**config.mk**
```make
export PLATFORM = sky130hd
export DESIGN_NAME = datapath_control_unit
export DESIGN_NICKNAME = d
export VERILOG_FILES = /design/src/rtl/datapath_control_unit.sv
export SDC_FILE = /design/constraint.sdc
export NUM_CORES = 1
export LEC_CHECK = 0
export BUFFER_PORTS_ARGS = -buffer_cell sky130_fd_sc_hd__clkbuf_2
export CAP_MARGIN = 10
export CORE_ASPECT_RATIO = 0.6
export CORE_UTILIZATION = 30
export DETAILED_ROUTE_END_ITERATION = 7
export PLACE_DENSITY = 0.7
export SYNTH_ARGS = -nofsm -noshare
export SYNTH_HDL_FRONTEND = slang
export SYNTH_SLANG_ARGS = --single-unit
```
**constraint.sdc**
```tcl
create_clock -name clk -period 2.8 [get_ports clk]
set_input_delay 0.14 -clock clk [delete_from_list [all_inputs] [get_ports clk]]
set_output_delay 0.14 -clock clk [all_outputs]
set_load 0.03 [all_outputs]
```
**src/rtl/datapath_control_unit.sv**
```systemverilog
// Hard-wired Moore control unit for the single-bus datapath.
// Sequences fetch (T0-T2) and execute (T3-T7), decodes the latched opcode,
// and handles run/halt. Every output is a function of state and opcode only.
module datapath_control_unit #(
  parameter logic [4:0] OP_LD   = 5'b00000,
  parameter logic [4:0] OP_LDI  = 5'b00001,
  parameter logic [4:0] OP_ST   = 5'b00010,
  parameter logic [4:0] OP_ADD  = 5'b00011,
  parameter logic [4:0] OP_SUB  = 5'b00100,
  parameter logic [4:0] OP_NOP  = 5'b11010,
  parameter logic [4:0] OP_HALT = 5'b11011,
  parameter logic [4:0] ALU_ADD = 5'b00001,
  parameter logic [4:0] ALU_SUB = 5'b00010
) (
  input  logic        clk,
  input  logic        reset_n,
  input  logic        run_req,
  input  logic [31:0] IR_Data,
  output logic        PC_select,
  output logic        MAR_enable,
  output logic        PC_increment_enable,
  output logic        read,
  output logic        MDR_enable,
  output logic        MDR_select,
  output logic        IR_enable,
  output logic        Gra,
  output logic        Grb,
  output logic        Grc,
  output logic        BAout,
  output logic        r_out,
  output logic        r_enable,
  output logic        Y_enable,
  output logic        Z_enable,
  output logic        c_select,
  output logic        Z_LO_select,
  output logic        write,
  output logic [4:0]  alu_instruction,
  output logic        running,
  output logic        illegal_op
);

  typedef enum logic [3:0] {
    S_IDLE, S_T0, S_T1, S_T2, S_T3, S_T4, S_T5, S_T6, S_T7, S_HALTED
  } state_t;

  state_t     state;
  state_t     next_state;
  logic [4:0] opcode;

  logic is_ld, is_ldi, is_st, is_add, is_sub, is_nop, is_halt;
  logic is_addr_calc, is_reg_alu, is_legal;
  logic unused_ir_bits;

  // Only the opcode field of the instruction matters to the control unit.
  assign unused_ir_bits = ^IR_Data[26:0];

  assign is_ld        = (opcode == OP_LD);
  assign is_ldi       = (opcode == OP_LDI);
  assign is_st        = (opcode == OP_ST);
  assign is_add       = (opcode == OP_ADD);
  assign is_sub       = (opcode == OP_SUB);
  assign is_nop       = (opcode == OP_NOP);
  assign is_halt      = (opcode == OP_HALT);
  assign is_addr_calc = is_ld | is_ldi | is_st;
  assign is_reg_alu   = is_add | is_sub;
  assign is_legal     = is_addr_calc | is_reg_alu | is_nop | is_halt;

  // State register; reset parks the machine in IDLE from any state.
  always_ff @(posedge clk or negedge reset_n) begin
    if (!reset_n) state <= S_IDLE;
    else          state <= next_state;
  end

  // Opcode latch, loaded on the T2->T3 edge so execute ignores later IR changes.
  always_ff @(posedge clk or negedge reset_n) begin
    if (!reset_n)            opcode <= OP_NOP;
    else if (state == S_T2)  opcode <= IR_Data[31:27];
  end

  // Next-state logic; run_req is only sampled at instruction boundaries.
  always_comb begin
    next_state = state;
    unique case (state)
      S_IDLE:   next_state = run_req ? S_T0 : S_IDLE;
      S_T0:     next_state = S_T1;
      S_T1:     next_state = S_T2;
      S_T2:     next_state = S_T3;
      S_T3: begin
        if (is_halt)                        next_state = S_HALTED;
        else if (is_addr_calc | is_reg_alu) next_state = S_T4;
        else                                next_state = run_req ? S_T0 : S_IDLE;
      end
      S_T4:     next_state = S_T5;
      S_T5: begin
        if (is_ld | is_st) next_state = S_T6;
        else               next_state = run_req ? S_T0 : S_IDLE;
      end
      S_T6:     next_state = S_T7;
      S_T7:     next_state = run_req ? S_T0 : S_IDLE;
      S_HALTED: next_state = S_HALTED;
      default:  next_state = S_IDLE;
    endcase
  end

  // Moore output decode from the current state and the latched opcode.
  always_comb begin
    PC_select           = 1'b0;
    MAR_enable          = 1'b0;
    PC_increment_enable = 1'b0;
    read                = 1'b0;
    MDR_enable          = 1'b0;
    MDR_select          = 1'b0;
    IR_enable           = 1'b0;
    Gra                 = 1'b0;
    Grb                 = 1'b0;
    Grc                 = 1'b0;
    BAout               = 1'b0;
    r_out               = 1'b0;
    r_enable            = 1'b0;
    Y_enable            = 1'b0;
    Z_enable            = 1'b0;
    c_select            = 1'b0;
    Z_LO_select         = 1'b0;
    write               = 1'b0;
    alu_instruction     = 5'b00000;
    illegal_op          = 1'b0;
    running             = (state != S_IDLE) && (state != S_HALTED);
    case (state)
      S_T0: begin
        PC_select  = 1'b1;
        MAR_enable = 1'b1;
      end
      S_T1: begin
        PC_increment_enable = 1'b1;
        read                = 1'b1;
        MDR_enable          = 1'b1;
      end
      S_T2: begin
        MDR_select = 1'b1;
        IR_enable  = 1'b1;
      end
      S_T3: begin
        if (is_addr_calc) begin
          Grb      = 1'b1;
          BAout    = 1'b1;
          Y_enable = 1'b1;
        end else if (is_reg_alu) begin
          Grb      = 1'b1;
          r_out    = 1'b1;
          Y_enable = 1'b1;
        end
        illegal_op = !is_legal;
      end
      S_T4: begin
        Z_enable = 1'b1;
        if (is_reg_alu) begin
          Grc             = 1'b1;
          r_out           = 1'b1;
          alu_instruction = is_sub ? ALU_SUB : ALU_ADD;
        end else if (is_addr_calc) begin
          c_select        = 1'b1;
          alu_instruction = ALU_ADD;
        end
      end
      S_T5: begin
        Z_LO_select = 1'b1;
        if (is_ld | is_st) begin
          MAR_enable = 1'b1;
        end else begin
          Gra      = 1'b1;
          r_enable = 1'b1;
        end
      end
      S_T6: begin
        MDR_enable = 1'b1;
        if (is_st) begin
          Gra   = 1'b1;
          r_out = 1'b1;
        end else begin
          read = 1'b1;
        end
      end
      S_T7: begin
        if (is_st) begin
          write = 1'b1;
        end else begin
          MDR_select = 1'b1;
          Gra        = 1'b1;
          r_enable   = 1'b1;
        end
      end
      default: ;
    endcase
  end

endmodule
```
* Word-level counts from Yosys, hierarchy flattened
Index checks and enable logic that the tools add are counted.
** Storage, ports and cells
- Output and inout port bits :: 25
- Flip-flop bits (word level) :: 9
- Logic and storage cells :: 68
- Input port bits :: 35
** Cells by class
- Reduce and logical (&&, ||, !) cells :: 7
- Equality and inequality tests :: 16
- Muxes and demuxes :: 36
- Bitwise operators :: 7
** Operators with widths (count)
- $pmux W4 S9 :: 1
- $mux W1 :: 23
- $eq A4 B3 Y1 const B :: 4
- $eq A5 B2 Y1 const B :: 2
- $eq A5 B5 Y1 const B :: 2
- $eq A4 B2 Y1 const B :: 2
- $eq A4 B4 Y1 const B :: 2
- $pmux W1 S2 :: 4
- $or A1 B1 Y1 :: 7
- $mux W2 :: 3
- $mux W3 :: 2
- $pmux W1 S3 :: 2
- $eq A5 B1 Y1 const B :: 1
- $eq A5 B3 Y1 const B :: 1
- $logic_not A5 Y1 :: 1
- $eq A4 B1 Y1 const B :: 1
- $logic_not A4 Y1 :: 1
- $mux W4 :: 1
- $ne A4 B4 Y1 const B :: 1
- $reduce_bool A4 Y1 :: 1
- $reduce_or A2 Y1 :: 2
- $logic_and A1 B1 Y1 :: 1
- $logic_not A1 Y1 :: 1

* Longest topological paths before layout
- Depth after elaboration :: 8
- Mapped depth :: 5

* Worst setup path after synthesis
OpenSTA, ideal clock, no wires.
- Kind :: reg-to-output
- Start :: register opcode[3]
- End :: output port write
- Buffers on the path :: 1
- Data arrival time :: 1.942 ns
- Setup slack :: 0.718 ns
- Cell stages (with the launch flop) :: 5
- Cell sequence :: dfstp_2 -> clkbuf_2 -> nor4_4 -> nand2_1 -> nor4_1
** Between the ends
- Longest elaborated chain between the ends :: 3
** Ends and longest elaborated chain
- from (decl) :: line 48 : logic [4:0] opcode;
- from (signal assigned) :: line 77 : else if (state == S_T2) opcode <= IR_Data[31:27];
- $eq A5 B2 Y1 :: line 59 : assign is_st = (opcode == OP_ST);
- $mux W1 :: line 184 : if (is_st) begin
- $mux W1 :: line 128 : case (state)
- to (decl) :: line 36 : output logic write,
Every way passes these cells.

* Worst setup path after layout
- Start :: register state[0]
- End :: output port r_out
** Between the ends
- Longest elaborated chain between the ends :: 2
- Elaborated cells on any way between the ends :: 4
- Classes of those cells :: eq/ne (3); mux (1)
** Ends and longest elaborated chain
- from (decl) :: line 46 : state_t state;
- from (signal assigned) :: line 71 : else state <= next_state;
- $eq A4 B3 Y1 :: line 128
- $pmux W1 S3 (*) :: line 128
- to (decl) :: line 30 : output logic r_out,
Every way passes the cells marked *; elsewhere a longest branch is shown, timed or not.

==> impl_results.md <==
* Share of cells above drive strength 1 at 0.377
* Die ar. at 0.00301 mm2
* Synth Instances at 104
* Reg-to-reg setup timing slack at 1.01 ns
* WP data required at 2.66 ns
* Post-synthesis sequential area ratio at 0.274
* Yosys reg bits at 9
* DRT iter0 DRCs at 90
* Post-synth top flop: dfrtp_1
* Filler Cell Count at 268
* Post-Place Worst Slack at 0.772 ns
* Gr usage total at 0.148
* Global route overflow at 0
* Syn_area_per_cell at 8.05 um2
* R2r startpoint: state[0]$_DFF_PN0_
* Type of origin of the critical path: flip-flop
* Initial antenna violation count at 0
* Final RePlAce weighted congestion at 0.859
* Vias per cell at 5.18
* Leakage at 0.000465 uW
* Worst-margin pin slew at 0.559 ns
* H-tree Lvls at 1
* VDD IR max at 439 uV
* Vias in the first global route at 744
* Max stage delay cell, worst path: or4b_4
* Ant. Diodes at 0
* Syn Std Cell Area at 837 um2
* Slew Viols, Final at 0
* Total number of vias at 839
* Dpl hpwl at 1.66 mm
* Largest net degree at the start of global routing at 20
* Yosys warnings at 0
* Run status: complete, no violations
* Worst hold start: IR_Data[28]
* Worst setup path start: state[0]$_DFF_PN0_
* Die X at 70.2 um
* Crit Path Max Fanout at 19
* WL per Instance at 13.0 um
* Cells along the critical path: or4b_4 > nor4_4 > nand2_1 > o311ai_1 > clkbuf_2
* Synth unique cells at 38
* Detailed Routing Iterations Pass 1 at 4
* NumNets Final at 166
* Critical Setup Path Class: flip-flop to primary output
* Final setup viols at 0
* Async S/R FF share, synth at 1.00
* Period utilisation layout at 0.808
* Die height at 42.9 um
* Clock sinks at 9
* Total CTS buffers at 3
* Power per cell area at 1180 mW/mm2
* Starting Density at 0.325
* Worst EP arrival at 2.12 ns
* Clock Root Buffer: clkbuf_8
* Maximum clock path buffer count at 2
* Io pins at 60
* Clock transition at path regs at 0.04 ns
* Max-cap violations at 0
* Core ar. at 0.00257 mm2
* EDFF count, synth at 0
* FP Rows at 14
* Worst min path class: primary input to flip-flop
* DRT antenna net count at 0
* Hold Violations, Final at 0
* CTS tree: built
* Max frequency at 0.442 GHz
* Slew margin rel. at 0.627
* Final WL at 2.11 mm
* Port buffer count at 29
* Synth-to-Final Area Change at 22.1%
* Fin crit period at 2.26 ns
* DRC viols at 0
* Critical path's largest stage delay at 0.66 ns
* Setup TNS at 0 ns
* First-pass GRT wire length at 3.49 mm
* Post-route clock skew at 0.000731 ns
* Later-pin clock latency in the skew report at 0.23 ns
* Post-route setup slack at 0.538 ns
* Post_cts resized at 0
* Crit end category: primary output
* RSZ-0062 raised after global routing: no
==> worst max-delay path: cells and delay by family, from the launching register on <==
family          cells  cell delay [ns]
flops               1             0.57
simple gates        3             0.95
compound gates      1             0.10
buf+inv             1             0.26
==> worst paths after layout <==
path / end / cells past startpoint
setup / recovery: r_out / 5
hold / removal: opcode[1]$_DFFE_PN1P_ / 3
setup reg to reg: opcode[2]$_DFFE_PN0P_ / 3
hold reg to reg: opcode[1]$_DFFE_PN1P_ / 2
max in group asynchronous: opcode[1]$_DFFE_PN1P_ / 2
min in group asynchronous: opcode[2]$_DFFE_PN0P_ / 2
==> cell type report <==
cell class	instances	area, um2	share of cell area
multi-input cells	82	531	0.519
flip-flops and latches	9	229	0.224
repair buffers	31	163	0.159
clock buffers	4	45.0	0.0441
well taps	32	40.0	0.0392
inverters	4	15.0	0.0147
==> report_power, final <==
group / leakage [uW] / internal, uW / switching, uW
sequential: 0.000107 / 206 / 172
clock: 0.0000228 / 98.9 / 47.5
combinational: 0.000335 / 254 / 426
==> sequential cells by signal, summed over array words and instances (netlist names) <==
name,count
opcode,5
state,4
==> cell families after synthesis <==
kind of cell	synth area share
simple gates	0.378
compound gates	0.164
buf+inv	0.102
flops	0.274
mux	0.0673
xor+xnor	0.0105
other cells	0.00448
==> through the flow <==
stage / instance area, um2 / std cells / utilization / power (uW) / hold WS, ns
final: 1020 / 162 / 0.397 / 1210 / 0.116
after global routing: 1020 / 162 / 0.397 / 1300 / 0.146
after CTS: 1020 / 162 / 0.397 / 1210 / 0.116
after detailed placement: 967 / 157 / 0.376 / 1050 / 0.00574
after global placement: 967 / 157 / 0.376 / 1030 / -0.00430
after floorplan: 845 / 106 / - / 903 / -0.156
==> routing by layer <==
layer	wire, um	GRT usage
met1	1070	0.214
met2	888	0.210
met3	131	0.0404
met4	16	0.0520
met5	0	0
==> synth_stat cells (3+ instances only) <==
| cell type | count | area share |
|---|---|---|
| nand2b_1 | 6 | 0.045 |
| nor2_1 | 13 | 0.058 |
| dfrtp_1 | 6 | 0.18 |
| buf_2 | 4 | 0.024 |
| mux2_2 | 5 | 0.067 |
| inv_1 | 4 | 0.018 |
| nand3b_1 | 3 | 0.027 |
| nand2_1 | 7 | 0.031 |
| a21oi_1 | 6 | 0.036 |
| o21ai_0 | 4 | 0.024 |
| and3_1 | 3 | 0.022 |
| buf_4 | 4 | 0.036 |
| dfstp_2 | 3 | 0.094 |
| nor3_1 | 6 | 0.036 |
==> cell usage in the layout, fill, tap and decap left out, types with 3 or more instances in the layout <==
cell type	n
dfrtp_1	6
dfstp_2	3
nand3b_1	3
conb_1	3
clkbuf_8	3
inv_1	4
nand2_1	7
mux2_2	5
and3_1	3
nor2_1	13
a21oi_1	6
o21ai_0	4
nand2b_1	6
clkbuf_2	29
nor3_1	6
==> what timing repair did <==
action	CTS	global route
setup buffers	0	0
endpoints found under the hold margin	9	0
hold buffers	1	0
Power figures use the tool's default switching activity.
